`src/rtl/cpu_trace_buffer.sv`:
```
`default_nettype none
// ============================================================================
//  Module   : cpu_trace_buffer
//  Purpose  : Circular instruction-retire trace buffer with four capture
//             modes (all cycles, register writes only, post-breakpoint
//             one-shot, off), show-ahead read port, sticky overflow and
//             breakpoint-triggered flags.
//  Ports    :
//     Clk                 system clock, all state updates on rising edge
//     Reset               synchronous active-low reset
//     en, clr, mode       capture enable, synchronous clear, capture mode
//     PC, instruction     retiring instruction's PC and encoding
//     RegWr, RD, WData    register write strobe, destination, write data
//     bp_en, bp_addr      breakpoint enable and breakpoint PC
//     rd_ready            consumer accepts the head entry
//     rd_valid, rd_*      show-ahead head entry
//     count               number of stored entries
//     overflow            sticky: an entry was overwritten
//     triggered           sticky: breakpoint hit
//  Revision : 1.0  initial release
// ============================================================================
module cpu_trace_buffer #(
   parameter int DATA_W = 32,
   parameter int DEPTH  = 16,
   parameter int RA_W   = 5
) (
   input  logic                       Clk,
   input  logic                       Reset,
   input  logic                       en,
   input  logic                       clr,
   input  logic [1:0]                 mode,
   input  logic [DATA_W-1:0]          PC,
   input  logic [DATA_W-1:0]          instruction,
   input  logic                       RegWr,
   input  logic [RA_W-1:0]            RD,
   input  logic [DATA_W-1:0]          WData,
   input  logic                       bp_en,
   input  logic [DATA_W-1:0]          bp_addr,
   input  logic                       rd_ready,
   output logic                       rd_valid,
   output logic [DATA_W-1:0]          rd_pc,
   output logic [DATA_W-1:0]          rd_instr,
   output logic [DATA_W-1:0]          rd_wdata,
   output logic                       rd_wr,
   output logic [RA_W-1:0]            rd_rd,
   output logic [$clog2(DEPTH):0]     count,
   output logic                       overflow,
   output logic                       triggered
);

   localparam int AW = $clog2(DEPTH);
   localparam int CW = AW + 1;

   localparam logic [1:0] MODE_ALL   = 2'b00;
   localparam logic [1:0] MODE_REGWR = 2'b01;
   localparam logic [1:0] MODE_TRIG  = 2'b10;
   localparam logic [1:0] MODE_OFF   = 2'b11;

   localparam logic [CW-1:0] FULL_COUNT = CW'(DEPTH);

   // Entry storage: no reset, only pointers/count/flags are reset.
   logic [DATA_W-1:0] mem_pc    [DEPTH];
   logic [DATA_W-1:0] mem_instr [DEPTH];
   logic [DATA_W-1:0] mem_wdata [DEPTH];
   logic              mem_wr    [DEPTH];
   logic [RA_W-1:0]   mem_rd    [DEPTH];

   logic [AW-1:0] wr_ptr;
   logic [AW-1:0] rd_ptr;
   logic          frozen;
   logic          hit;
   logic          cap;
   logic          pop;
   logic          full;
   logic [CW-1:0] count_next;

   always_comb begin
      hit  = en & bp_en & (PC == bp_addr);
      full = (count == FULL_COUNT);
      pop  = rd_valid & rd_ready;

      cap = 1'b0;
      case (mode)
         MODE_ALL:   cap = en;
         MODE_REGWR: cap = en & RegWr & (RD != '0);
         // The hit cycle itself is captured, so hit is ORed with the
         // registered trigger flag.
         MODE_TRIG:  cap = en & (triggered | hit) & ~frozen;
         MODE_OFF:   cap = 1'b0;
         default:    cap = 1'b0;
      endcase

      // A capture into a full buffer either replaces the popped slot or
      // overwrites the oldest entry; either way count stays at DEPTH.
      count_next = count;
      if (cap && !pop && !full) begin
         count_next = count + 1'b1;
      end else if (!cap && pop) begin
         count_next = count - 1'b1;
      end
   end

   always_ff @(posedge Clk) begin
      if (!Reset) begin
         wr_ptr    <= '0;
         rd_ptr    <= '0;
         count     <= '0;
         overflow  <= 1'b0;
         triggered <= 1'b0;
         frozen    <= 1'b0;
      end else if (clr) begin
         wr_ptr    <= '0;
         rd_ptr    <= '0;
         count     <= '0;
         overflow  <= 1'b0;
         triggered <= 1'b0;
         frozen    <= 1'b0;
      end else begin
         if (hit) begin
            triggered <= 1'b1;
         end
         if (cap) begin
            wr_ptr <= wr_ptr + 1'b1;
         end
         // When full, the write pointer sits on the oldest entry, so an
         // un-popped capture must push the read pointer past it.
         if (pop || (cap && full)) begin
            rd_ptr <= rd_ptr + 1'b1;
         end
         if (cap && full && !pop) begin
            overflow <= 1'b1;
         end
         count <= count_next;
         if ((mode == MODE_TRIG) && (count_next == FULL_COUNT)) begin
            frozen <= 1'b1;
         end
      end
   end

   // Storage write; a write during clr/reset is harmless because the
   // pointers and count are cleared on the same edge.
   always_ff @(posedge Clk) begin
      if (cap) begin
         mem_pc[wr_ptr]    <= PC;
         mem_instr[wr_ptr] <= instruction;
         mem_wdata[wr_ptr] <= WData;
         mem_wr[wr_ptr]    <= RegWr;
         mem_rd[wr_ptr]    <= RD;
      end
   end

   assign rd_valid = (count != '0);
   assign rd_pc    = mem_pc[rd_ptr];
   assign rd_instr = mem_instr[rd_ptr];
   assign rd_wdata = mem_wdata[rd_ptr];
   assign rd_wr    = mem_wr[rd_ptr];
   assign rd_rd    = mem_rd[rd_ptr];

endmodule
`default_nettype wire
```
`config.mk`:
```
export PLATFORM = sky130hd
export DESIGN_NAME = cpu_trace_buffer
export DESIGN_NICKNAME = d
export VERILOG_FILES = /design/src/rtl/cpu_trace_buffer.sv
export SDC_FILE = /design/constraint.sdc
export NUM_CORES = 1
export LEC_CHECK = 0
export CAP_MARGIN = 20
export CORE_AREA = 2 2 341 343
export CTS_BUF_LIST = sky130_fd_sc_hd__clkbuf_2 sky130_fd_sc_hd__clkbuf_4 sky130_fd_sc_hd__clkbuf_8
export DETAILED_ROUTE_END_ITERATION = 7
export DIE_AREA = 0 0 343 345
export PLACE_DENSITY = 0.73
export SYNTH_ARGS = -nofsm -noshare
export SYNTH_HDL_FRONTEND = slang
export SYNTH_SLANG_ARGS = --single-unit
```
`constraint.sdc`:
```
create_clock -name Clk -period 15.63 [get_ports Clk]
set_input_delay 3.9075 -clock Clk [delete_from_list [all_inputs] [get_ports Clk]]
set_output_delay 3.9075 -clock Clk [all_outputs]
set_load 0.05 [all_outputs]
```
Yosys cells after proc, flatten, opt, wreduce, memory -nomap -nowiden

Memory sizes are Yosys's and may differ from the RTL's. A register that Yosys moved wholly into a read port is not among the register bits.
Index checks and enable logic that the tools add are counted.

Bits in registers: 16
Bits in writable memories: 1632
Output and inout bits: 110
Word-level logic and storage cells: 60
Memories kept: 5

Add/sub/neg operators: 4
Eq/ne operators: 6
Multiplexer cells: 15
Bitwise logic cells: 10
Reductions and logical operators: 14

Memories:

| name      | words | width | read ports | clocked after Yosys merged registers in | write ports | line | source |
|---|---|---|---|---|---|---|---|
| mem_instr | 16    | 32    | 1          | 1                                       | 1           | 63   | `logic [DATA_W-1:0] mem_instr [DEPTH];` |
| mem_pc    | 16    | 32    | 1          | 1                                       | 1           | 62   | `logic [DATA_W-1:0] mem_pc [DEPTH];` |
| mem_wdata | 16    | 32    | 1          | 1                                       | 1           | 64   | `logic [DATA_W-1:0] mem_wdata [DEPTH];` |
| mem_rd    | 16    | 5     | 1          | 1                                       | 1           | 66   | `logic [RA_W-1:0] mem_rd [DEPTH];` |
| mem_wr    | 16    | 1     | 1          | 1                                       | 1           | 65   | `logic mem_wr [DEPTH];` |

Operator list:

| operator            | count |
|---|---|
| $mux 4              | 10 |
| $eq 32x32->1        | 1 |
| $eq 5x5->1 const B  | 2 |
| $mux 5              | 2 |
| $reduce_bool 5->1   | 2 |
| $add 4x1->4 const B | 2 |
| $and 1x1->1         | 7 |
| $logic_and 1x1->1   | 6 |
| $add 5x1->5 const B | 1 |
| $sub 5x1->5 const B | 1 |
| $eq 2x2->1 const B  | 2 |
| $pmux 1 s4          | 1 |
| $logic_not 1->1     | 3 |
| $eq 2x1->1 const B  | 1 |
| $logic_not 2->1     | 1 |
| $mux 1              | 2 |
| $not 1->1           | 2 |
| $reduce_or 2->1     | 1 |
| $logic_or 1x1->1    | 1 |
| $or 1x1->1          | 1 |

Longest topological paths before layout

Gate-level depths: netlist (run 1).

Depth in word-level cells: 12
Mapped depth: 11
Depth with buffers taken out: 10

Worst setup path after synthesis (run 1)

Ideal clock, no wire load.

Kind: input-to-reg
Start: input port bp_addr[2]
End: memory mem_instr[3][0] (enable)
Arrival: 12.439 ns
Required time: 14.942 ns
Slack: 2.503 ns
Stages on the path: 8
Path buffers: 1
Path through: xor2_1 nor4_1 nand4_1 or4_1 buf_2 nand2_1 nand2_1 nor3_1

Cells in the longest elaborated chain, start to end: 8

RTL lines:

| item                         | line | source |
|---|---|---|
| from (decl)                  | 38   | `input logic [DATA_W-1:0] bp_addr,` |
| $eq 32x32->1                 | 78   | `hit = en & bp_en & (PC == bp_addr);` |
| $and 1x1->1                  | 78   |  |
| $or 1x1->1                   | 88   | `MODE_TRIG: cap = en & (triggered \| hit) & ~frozen;` |
| $and 1x1->1 (2 in series)    | 88   |  |
| $pmux 1 s4                   | 83   | `case (mode)` |
| $mux 1                       | 143  | `if (cap) begin` |
| $mux 1 (not written as such) | 145  | `mem_instr[wr_ptr] <= instruction;` |
| to (decl)                    | 63   |  |

Every way passes these cells.

==> results by stage, run 1 <==
Floorplanning:
- The area enclosed by the die boundary is ~120000 sq um.
- Once the floorplan was initialized, standard cells occupied between 50% and 60% of the core.
- The total number of placement rows is about 130.
- The width of the chip is 343 microns.
- The region available for standard cell placement spans 115000 sq um.
- The I/O pin count is roughly 250.
- The die is between 300 and 400 microns tall.

Synth:
- The async set-or-reset flop fraction in the synthesized netlist is 0%.
- The most frequently used flop master after synthesis is sky130_fd_sc_hd__edfxtp_1.
- The netlist area before placement is roughly 62000 sq um.
- The synthesized design contains around 1600 enable-type register cells.
- The synthesized design spends more area on one cell type than any other, namely sky130_fd_sc_hd__edfxtp_1.
- For this run, the register share of the synthesized area comes to 79.1%.
- Of the post-synthesis cell area, the dominant cell type holds between 70% and 80%.
- For this run, the number of Yosys warnings is 0.
- The mean area per synthesized cell is between 20 and 30 sq um.
- The number of distinct library cell variants in the gate-level netlist after synthesis is 45.
- The number of nets produced by synthesis is roughly 2600.
- The number of synthesized register bits is around 1700.
- Among all cell types in the netlist, the one instantiated most often is sky130_fd_sc_hd__edfxtp_1.
- Sorting the synthesized cells by how often they occur yields sky130_fd_sc_hd__edfxtp_1 (1632), sky130_fd_sc_hd__mux4_2 (510), sky130_fd_sc_hd__clkbuf_1 (91).
- The number of cells produced by synthesis is 2454.
- Yosys attributes the largest share of cell area to sky130_fd_sc_hd__edfxtp_1 (78%), sky130_fd_sc_hd__mux4_2 (18%), sky130_fd_sc_hd__dfxtp_1 (0.64%), sky130_fd_sc_hd__clkbuf_1 (0.55%), sky130_fd_sc_hd__xor2_1 (0.49%).

Clocking:
- The tree built by TritonCTS fans out to about 1700 sinks.
- The H-tree was split into 5 levels.
- The clock passes through at most 4 buffers.
- After clock tree synthesis, the clock-pin slew on the worst setup and hold paths is around 0.06 ns.
- For this design, the CTS-stage hold fixing added 0 buffers.
- The CTS buffer count is 275.
- The clock latency on the worst-skew pair is between 0.9 and 1 ns.
- The buffers inserted during post-CTS setup optimization is 0.
- The clock tree from TritonCTS is yes.
- The cell sitting at the root of the clock tree is a sky130_fd_sc_hd__clkbuf_8.
- In this run, post-CTS repair resized a total of 0 instances.

STA:
- Setup repair after global routing left no endpoint under its margin.
- The final number of hold-violating endpoints came to 0.
- The final max-slew violation count is 0.
- The headroom to the max-slew limit is around a fifth.
- Setup violations remaining at the end of the flow were counted as 0.
- Clock skew on the completed layout was measured at roughly 0.071 ns.
- The smallest hold slack is 0.502 ns.
- The highest clock frequency the design can meet is 106 MHz.
- Subtracting the final worst setup slack from the clock period gives ~9.5 ns.
- In the final timing run, aggregate negative setup slack is 0 ns.
- For the pin with the worst max-slew slack, the measured transition is 1.21 ns.
- The final critical path takes up approximately three fifths of the cycle.

Place:
- After legalization and detailed placement, the total HPWL measured about 73000 microns.
- Buffers placed on the I/O ports in this run total ~250.
- The congestion estimate from routability-driven global placement came to between 0.7 and 0.8.
- The placed instances occupy a cell area of between 60000 and 70000 sq um.

Routing:
- In this run, the number of DRC markers left after iteration 0 of detailed routing was just under 3000.
- In the final routed layout, each cell accounts on average for 30.0 microns.
- Dividing the detail-routed via count by the number of cells gives 6.20.
- The detailed-routing iteration count for the pre-antenna-repair pass is 5.
- The count of nets left with antenna violations once routing finished came out at 0.
- The via count of the routed design is 28700.
- The total wire length after detailed routing is 139000 microns.
- The number of design rule violations left after detail routing is 0.

Layout:
- The share of layout cells above drive strength 1 is a little under a third.
- The number of nets in the finished design is between 3000 and 4000.
- The sequential cells in the finished layout cover a total of between 40000 and 50000 sq um.
- The final core utilization is 62.6%.
- Fill cells in the final layout number ~7500.
- The area of the multi-input gates is 12700 sq um.
- With fillers left out, the area of the finished cells amounts to roughly 72000 sq um.
- The area growth from synthesis to layout is 15.3%.

Worst hold path:
- The path class of the tightest hold or removal check is register to register.

Setup path:
- For the worst setup path, the data required time is approximately 12 ns.
- Data on the critical path arrives at its endpoint at between 5 and 6 ns.
- The capturing element type of the critical path is a primary output.
- The path type of the worst setup path is register to primary output.
- The largest single stage delay on the critical path is 0.94 ns.
- Walking the worst path, the cells encountered are buf_4, buf_4, buf_16, mux4_2, mux4_2, clkdlybuf4s50_1.
- The highest net fanout along the worst path is 50.
- On the critical path, the stage with the largest delay is an instance of sky130_fd_sc_hd__dfxtp_4.
- The worst setup path is launched from a register.

Flow run:
- The count of max-cap constraint violations is 0.

Global route:
- Entering global routing, the biggest net connects 172 pins.
- The global router's overall resource usage is a little under a quarter.
- The first global-routing pass estimated 203000 microns of wire.
- The remaining global-route overflow is 0.
- The number of antenna violations at the first check in global routing is 14.
- The via count of the first global-routing pass came to just over 30000.

Pwr:
- Summed over all cells, the static leakage comes to between 20 and 25 nW.
- The final total power is approximately 0.0086 W.
- Across the VDD grid, the largest voltage drop is 66.3 uV.
- Power spread over the standard cell area amounts to between 100 and 150 nW/um^2.

Status:
- The flow ran to the end, and the final reports show no timing, DRC or antenna violations.
==> layer usage <==
| layer | part of all wire, % | wire [microns] | vias to the layer above | global-route usage [%] |
|---|---|---|---|---|
| li1 | - | - | 11700 | - |
| met5 | 0.070 | 97 | - | 0 |
| met4 | 1.9 | 2640 | 14 | 6.67 |
| met1 | 39 | 53600 | 15500 | 32.4 |
| met3 | 7.5 | 10400 | 216 | 5.02 |
| met2 | 52 | 71800 | 1307 | 39.5 |
==> state kept, by name, summed over array words and instances (netlist names), named ones only <==
register	flops
mem_instr	512
mem_pc	512
mem_wdata	512
mem_rd	80
mem_wr	16
count	5
rd_ptr	4
wr_ptr	4
frozen	1
overflow	1
triggered	1
==> final timing paths <==
path	startpoint	endpoint	slack, ns	cells past startpoint
setup reg to reg	frozen	mem_pc[8][3]	11.24	8
hold reg to reg	overflow	overflow	0.50	2
hold / removal	overflow	overflow	0.50	2
setup / recovery	register	rd_wdata[30]	6.17	6
==> critical path, delay by kind of cell, from the launching register on <==
family / cells / cell delay [ns]
mux: 2 / 1.10
buf+inv: 4 / 2.46
flops: 1 / 0.94
==> per-stage QoR <==
stage	std cells	setup slack (ns)
2_1_floorplan	2454	2.50
3_3_place_gp	4164	5.90
3_5_place_dp	4164	5.72
4_1_cts	4619	5.70
5_1_grt	4625	5.69
6_report	4626	6.17
==> logic make-up (layout without fill, tap and decap cells) <==
logic type               after synthesis  in the layout  share of synthesized area (%)
multiplexers                         511            511                           18.4
XOR/XNOR                              38             38                          0.533
other                                  0              6                              0
AND/OR/NAND/NOR                       89             89                          0.747
AO/OA/AOI/OAI                         29             29                          0.330
flip-flops                          1652           1652                           79.1
adder cells (fa/ha/maj)                7              7                          0.140
buffers and inverters                128            770                          0.779
==> layout by cell type, fill, tap and decap left out, drive strengths merged, types with 2 or more instances in the layout <==
cell type | Yosys | routed
edfxtp | 1632 | 1632
mux4 | 510 | 510
clkbuf | 91 | 359
clkdlybuf4s50 | 0 | 251
clkinv | 0 | 80
buf | 30 | 57
xor2 | 35 | 35
nor2 | 31 | 31
dfxtp | 20 | 20
nand2 | 15 | 15
clkinvlp | 0 | 10
inv | 7 | 10
nor4 | 8 | 8
nor3 | 8 | 8
ha | 7 | 7
diode | 0 | 6
a21oi | 6 | 6
o21ai | 5 | 5
nand4 | 4 | 4
o211ai | 4 | 4
or4 | 4 | 4
nor2b | 3 | 3
nand3 | 3 | 3
xnor2 | 3 | 3
nand2b | 3 | 3
and2 | 3 | 3
bufinv | 0 | 3
and3 | 2 | 2
o22ai | 2 | 2
nor3b | 2 | 2
o21a | 2 | 2
o2111ai | 2 | 2
a21boi | 2 | 2
a2111oi | 2 | 2
==> power breakdown <==
| group | switching, W | internal (W) |
|---|---|---|
| sequential | 0.00000534 | 0.00488 |
| combinational | 0.000175 | 0.000112 |
| clock | 0.00158 | 0.00189 |
| total | 0.00176 | 0.00688 |
==> final cells by class <==
type / instances / area share, %
inverter: 7 / 0.0365
timing repair buffer: 308 / 4.16
clock inverter: 96 / 0.719
tap: 1524 / 2.65
antenna: 6 / 0.0208
clock buffer: 359 / 6.17
multi-input combinational: 674 / 17.6
sequential: 1652 / 68.6
Power figures use the tool's default switching activity.
==> run 2, diff against run 1 <==
clock period = 9.9 ns   (was 15.63 ns; I/O delays follow)
==> run 2 against run 1 <==
  * Setup slack worse by 3.5 ns
  * Sequential power is 58% higher
  * Clock skew is 0.015 ns lower
  * Cell count decreased by 0.35%
  * Non-clock buffer count shrank 2
  * Clock power grew 51%
  * Largest power group unchanged
  * Highest routed layer unchanged
  * Flip-flop and latch count unchanged
  * Die area unchanged
==> results by stage, run 2 (same netlist as run 1, synthesis figures left out) <==
Status:
- The run finished with clean final reports.

Setup path:
- The startpoint kind of the worst setup timing path is a register.
- The kind of cell adding the most delay to the critical path is buffers and inverters.
- The worst-path cell with the longest stage delay is sky130_fd_sc_hd__dfxtp_4.
- Walking the worst path, the cells encountered are buf_4, buf_4, mux4_2, mux4_2, clkdlybuf4s50_1.
- The worst register-to-register path has a setup slack of around 6.3 ns.
- The endpoint required time on the critical path is 7.43 ns.
- The highest net fanout along the worst path is 48.
- The destination of the worst register-to-register timing path is mem_wdata[2][20].
- The path type of the worst setup path is register to primary output.
- The biggest cell delay along the critical path is around 0.74 ns.
- The data arrival time of the critical path is between 4 and 5 ns.
- The worst setup path is captured at a primary output.
- The number of buffers and inverters on the critical path is 3.
- The cell depth of the worst setup path is 5.
- The reg-to-reg critical path startpoint is frozen.
- The number of cells traversed by the worst register-to-register path is 7.

Routing:
- The number of nets with antenna violations after detailed routing is 0.
- The number of vias per cell after detailed routing is 6.15.
- The first detailed-routing pass took 7 iterations.
- Dividing the detail-routed wire length by the instance count gives approximately 30 microns.
- The starting DRC count in detailed routing is ~3100.
- The number of design rule violations left after detail routing is 0.
- For this block, the via count after detailed routing is about 28000.
- The total wire length after detailed routing is roughly 140000 microns.

Place:
- OpenSTA, run right after detailed placement, puts the worst setup slack at 1.87 ns.
- Routability-driven placement finished with a final weighted congestion of between 0.8 and 0.9.
- The HPWL reported at the end of detailed placement is between 70000 and 80000 microns.
- During placement, the flow inserted port buffers numbering 251.

Clocking:
- CTS placed an instance of sky130_fd_sc_hd__clkbuf_8 at the clock tree root.
- The clock latency on the worst-skew pair is 0.92 ns.
- Clock-pin slew was measured on the worst setup and hold paths at 0.06 ns.
- The buffers inserted during post-CTS setup optimization is 0.
- The number of hold buffers added after CTS was 0.
- TritonCTS built the clock tree.
- The number of sinks on the clock net is between 1500 and 2000.
- Counting along the longest clock path gives a buffer depth of 3.
- The maximum level of the CTS H-tree is 4.
- After clock tree synthesis, the repair step resized 0 gates.
- In this run, CTS created clock tree buffers numbering around 240.

STA:
- The sum of negative setup slack is 0 ns.
- Setup violations remaining at the end of the flow were counted as 0.
- After layout, the minimum clock period comes to slightly above 7 ns.
- The final max-slew violation count is 0.
- The final number of hold-violating endpoints is 0.
- The actual slew at the worst max-slew pin is between 1 and 1.5 ns.
- The period utilization is 73.5%.
- Setup slack closes at 2.62 ns.
- For this run, the top clock speed supported by timing is 137 MHz.
- Setup repair after global routing left no endpoint under its margin.
- The worst pin sits at a relative slew slack of between 20 and 25%.
- The clock tree skew after final layout is roughly 0.056 ns.

Pwr:
- The part of the total power dissipated in the clock network is 39.0%.
- In this run, flip-flops and latches consume between 50% and 60% of the power.
- In this run switching power makes up between 20% and 30% of total power.
- VDD sags by at most about 160 uV.
- Dividing total power by cell area gives a power density of around 190 nW/um^2.
- The switching power total is ~0.0028 W.
- The internal portion of the total power is roughly 0.011 W.
- The share of total power in combinational logic is around 3.5%.
- Summed over all cells, the static leakage comes to between 20 and 25 nW.

Layout:
- The growth of design area from synthesis to finish is 15.2%.
- The largest registers in the layout are mem_instr x512, mem_pc x512, mem_wdata x512.
- In the layout the commonest cells are sky130_fd_sc_hd__edfxtp_1 (1632), sky130_fd_sc_hd__mux4_2 (510), sky130_fd_sc_hd__clkdlybuf4s50_1 (251).
- The number of nets in the finished design is slightly above 3000.
- Cells with a size suffix above 1 make up roughly 31% of the layout.
- The most common cell after layout, fill and taps aside is sky130_fd_sc_hd__edfxtp_1.

Worst hold path:
- The worst hold path was traced through 2 stages.
- The destination of the worst hold path is triggered.
- In this run the worst hold path is classified as register to register.
- The start point of the worst min-delay path is triggered.

Global route:
- The remaining global-route overflow is 0.
- The wire length of the first global-routing pass is roughly 200000 microns.
- The via count of the first global-routing pass is between 20000 and 30000.
- The number of antenna violations at the first check in global routing is 18.
- The global router's overall resource usage is between 20% and 30%.
- The maximum number of pins on one net before global-route repair is about 120.

Flow run:
- The count of max-cap constraint violations is 0.

Floorplanning:
- The width of the chip is about 340 microns.
- The total number of placement rows is ~130.
- The area enclosed by the die boundary is 118000 sq um.
- The initial utilization of the core area, before any placement, comes to between 50% and 60%.
- The I/O pin count is ~250.
- The region available for standard cell placement spans between 100000 and 150000 sq um.
- The floorplan die height is 345 microns.
==> run 2: worst reg2reg max path, stage by stage, from the launching register on <==
cell and delay, ns:
sky130_fd_sc_hd__dfxtp_1 0.33, sky130_fd_sc_hd__nor2_1 0.15, sky130_fd_sc_hd__nand2_1 0.14, sky130_fd_sc_hd__or4_1 0.71, sky130_fd_sc_hd__nand2_1 0.30, sky130_fd_sc_hd__nand2_1 0.27, sky130_fd_sc_hd__nor3_2 0.78, sky130_fd_sc_hd__buf_12 0.45
==> run 2: per-stage QoR <==
stage | hold slack [ns] | cell area, sq um | total power [W] | utilization (%) | std cells
2_1_floorplan | 0.468 | 62500 | 0.00808 | - | 2454
3_3_place_gp | 0.491 | 67200 | 0.00831 | 58.4 | 4161
3_5_place_dp | 0.499 | 67300 | 0.00833 | 58.4 | 4162
4_1_cts | 0.513 | 71900 | 0.0135 | 62.5 | 4600
5_1_grt | 0.550 | 72000 | 0.0139 | 62.5 | 4606
6_report | 0.512 | 72000 | 0.0134 | 62.5 | 4610
==> run 2: worst max path at each step <==
stage,startpoint,end,slack (ns)
global placement,PC[31],mem_instr[13][8],1.97
CTS,register,rd_wdata[12],2.52
floorplan,bp_addr[2],mem_instr[0][0],-1.76
detailed placement,PC[31],mem_pc[7][28],1.87
finish,register,rd_wdata[12],2.62
global route,register,rd_wdata[20],2.41
==> run 2: per-layer routing <==
metal / track usage, % / routed length, microns / vias up
met5: 0 / 118 / -
met4: 7.32 / 3390 / 18
met3: 5.63 / 12100 / 224
met2: 36.2 / 66200 / 1396
met1: 32.9 / 53200 / 15100
li1: - / - / 11600
==> run 2: power by group through the flow <==
stage               combinational [W]  sequential (W)  clock [W]
finish                       0.000467         0.00771    0.00523
global route                 0.000497         0.00771    0.00565
CTS                          0.000472         0.00771    0.00534
detailed placement           0.000470         0.00786          0
global placement             0.000456         0.00786          0
floorplan                    0.000218         0.00786          0
==> run 2: layout make-up <==
class	count	area [sq um]
antenna	9	22.5
clock buffer	314	3890
clock inverter	124	796
fill	7479	43100
inverter	7	26.3
multi-input combinational	674	12700
sequential	1652	49400
tap	1524	1910
timing repair buffer	306	3220
==> run 3, diff against run 2 <==
clock period = 7 ns   (was 9.9 ns; I/O delays follow)
==> run 3 against run 2 <==
  * Cell area up 0.77%
  * Clock skew shrank 0.020 ns
  * Sequential power increased by 41%
  * Non-clock buffer count grew 19
  * Die area is the same
  * Flip-flop and latch count stayed put
  * Critical path depth did not move
  * Critical endpoint is now rd_rd[1]
  * Largest cell class unchanged
==> results by stage, run 3 (same netlist as run 1, synthesis figures left out) <==
Pwr:
- The final total power is ~0.019 W.
- The power per cell area is 263 nW/um^2.
- The standby leakage power is 21.9 nW.
- The largest vdd supply drop is roughly 170 uV.

Setup path:
- The path type of the worst setup path is register to primary output.
- The reg-to-reg critical path startpoint is frozen.
- In this run the register-to-register setup slack is ~3.9 ns.
- The highest net fanout along the worst path is 44.
- The critical path ends at rd_rd[1].
- The number of cells traversed by the worst register-to-register path is 7.
- STA classifies the critical path startpoint as a register.
- The capturing element type of the critical path is a primary output.
- The biggest cell delay along the critical path is roughly 0.74 ns.
- The endpoint identified for the worst register-to-register timing path is mem_wdata[7][6].
- The data arrival time of the critical path is about 4.2 ns.
- Traced cell by cell, the critical path runs through buf_4, buf_12, mux4_2, mux4_2, clkdlybuf4s50_1.
- The worst-path cell with the longest stage delay is sky130_fd_sc_hd__clkdlybuf4s50_1.
- STA puts the critical path data required time at approximately 5.3 ns.
- The library cell appearing most often on the critical path is sky130_fd_sc_hd__mux4_2.

STA:
- The final count of negative-setup-slack endpoints is 0.
- The worst pin sits at a relative slew slack of about a quarter.
- In the post-route analysis, the smallest setup slack over all paths is between 1 and 1.5 ns.
- For the final database, setup skew stands at 0.0358 ns.
- Setup repair after global routing left no endpoint under its margin.
- Static timing analysis puts the maximum clock frequency at 167 MHz.
- After layout, the worst path uses 85.4% of the clock period.
- The actual slew at the worst max-slew pin is ~1.1 ns.
- The final max-slew violation count is 0.
- The final number of hold-violating endpoints was 0.
- The minimum period implied by the final worst setup slack is roughly 6 ns.

Clocking:
- The tree built by TritonCTS fans out to around 1700 sinks.
- After clock tree synthesis, the clock-pin slew on the worst setup and hold paths is 0.06 ns.
- For this design, the CTS-stage hold fixing added 0 buffers.
- The H-tree was split into 4 levels.
- The clock reaches the later pin of the worst-skew pair after 0.90 ns.
- TritonCTS built the clock tree.
- The clock passes through at most 3 buffers.
- The buffers inserted during post-CTS setup optimization is 0.
- Post-CTS repair changed the size of 0 cells.
- Buffers inserted during clock tree synthesis total around 240.
- The clock tree root driver cell is sky130_fd_sc_hd__clkbuf_8.

Global route:
- Global routing finished with a remaining overflow of 0.
- The met1 track demand over resource in global routing is 33.5%.
- Global routing consumed, on the met3 layer, 4.82% of the routing resources.
- The wire length of the first global-routing pass is roughly 200000 microns.
- The global router's overall resource usage is between 20% and 30%.
- The maximum number of pins on one net before global-route repair is 80.
- The met2 usage in global routing is 38.8%.
- The number of antenna violations at the first check in global routing is 12.
- The layer flagged by global routing as most heavily used is met2.
- The via count of the first global-routing pass is 30300.

Flow run:
- The count of max-cap constraint violations is 0.

Place:
- The worst slack at placement is about 0.59 ns.
- The wire-length estimate of the detail-placed layout is between 70000 and 80000 microns.
- The number of input and output port buffers inserted is 251.
- The congestion estimate from routability-driven global placement came to roughly 0.77.

Layout:
- In the final layout, the share of cells above drive strength 1 is between 30% and 40%.
- In the layout the commonest cells are sky130_fd_sc_hd__edfxtp_1 (1632), sky130_fd_sc_hd__mux4_2 (510), sky130_fd_sc_hd__clkdlybuf4s50_1 (251).
- In the final layout, the registers with the most flip-flops are mem_instr x512, mem_pc x512, mem_wdata x512.
- The most common cell after layout, fill and taps aside is sky130_fd_sc_hd__edfxtp_1.
- The area growth from synthesis to layout is 16.1%.
- The number of nets in the finished design is 3050.

Floorplanning:
- The floorplan step set the die width to ~340 microns.
- The I/O pin count is around 250.
- The total number of placement rows is approximately 130.
- The die covers roughly 120000 sq um.
- The floorplan die height is between 300 and 400 microns.
- The total area inside the core boundary comes to 115000 sq um.
- Once the floorplan was initialized, standard cells occupied ~54% of the core.

Routing:
- The starting DRC count in detailed routing is between 3000 and 4000.
- After detailed routing, the average wire length per cell comes to 29.9 microns.
- For this block, the routed nets add up to about 140000 microns of wire.
- The final route contains ~29000 vias.
- The count of nets left with antenna violations once routing finished came out at 0.
- The number of design rule violations left after detail routing is 0.
- The number of vias per cell after detailed routing is between 6 and 7.
- The first detailed-routing pass took 6 iterations.

Worst hold path:
- The worst hold path belongs to the class register to register.
- The start point of the worst min-delay path is overflow.

Status:
- The run finished with clean final reports.
-- run 3: cell count changes in the layout (fill, tap and decap cells not counted), sizes merged --
| cell | previous run | this run |
|---|---|---|
| buf | 55 | 74 |
| clkinvlp | 3 | 4 |
| clkbuf | 314 | 331 |
| clkinv | 106 | 93 |
| bufinv | 6 | 7 |
| diode | 9 | 2 |
-- run 3: worst min-delay path by stage --
stage	end	slack, ns	cells past startpoint
6_report	overflow	0.50	2
5_1_grt	frozen	0.54	1
4_1_cts	overflow	0.51	2
3_5_place_dp	overflow	0.48	2
3_3_place_gp	overflow	0.49	2
2_1_floorplan	frozen	0.47	1
-- run 3: layer usage --
layer / wire length (microns) / share of wire [%]
met5: 96 / 0.069
met4: 2670 / 1.9
met3: 10800 / 7.8
met2: 70700 / 51
met1: 54100 / 39
-- run 3: final cells by class --
cell class / instances / area, sq um
tap: 1524 / 1910
clock buffer: 331 / 4020
inverter: 7 / 26.3
clock inverter: 113 / 731
multi-input combinational: 674 / 12700
antenna: 2 / 5.00
timing repair buffer: 325 / 3710
sequential: 1652 / 49400
fill: 7453 / 42600
-- run 3: metrics by stage --
step	hold slack [ns]	area [sq um]	utilization, %	instances	TNS [ns]
4_1_cts	0.508	72500	63.0	4626	0
3_3_place_gp	0.493	67800	58.9	4182	0
6_report	0.504	72500	63.0	4628	0
2_1_floorplan	0.468	62500	-	2454	-1801.69
5_1_grt	0.535	72500	63.0	4628	0
3_5_place_dp	0.481	67800	58.9	4182	0
-- run 3: power breakdown --
| part | switching (W) | internal, W | total [W] |
|---|---|---|---|
| Clock | 0.00351 | 0.00398 | 0.00749 |
| Sequential | 0.0000104 | 0.0109 | 0.0109 |
| Combinational | 0.000412 | 0.000257 | 0.000669 |
| Total | 0.00393 | 0.0151 | 0.0191 |
-- run 3: critical path, delay by kind of cell, from the launching register on --
family                 cells  cell delay (ns)
flip-flops                 1             0.67
multiplexers               2             1.17
buffers and inverters      3             1.43
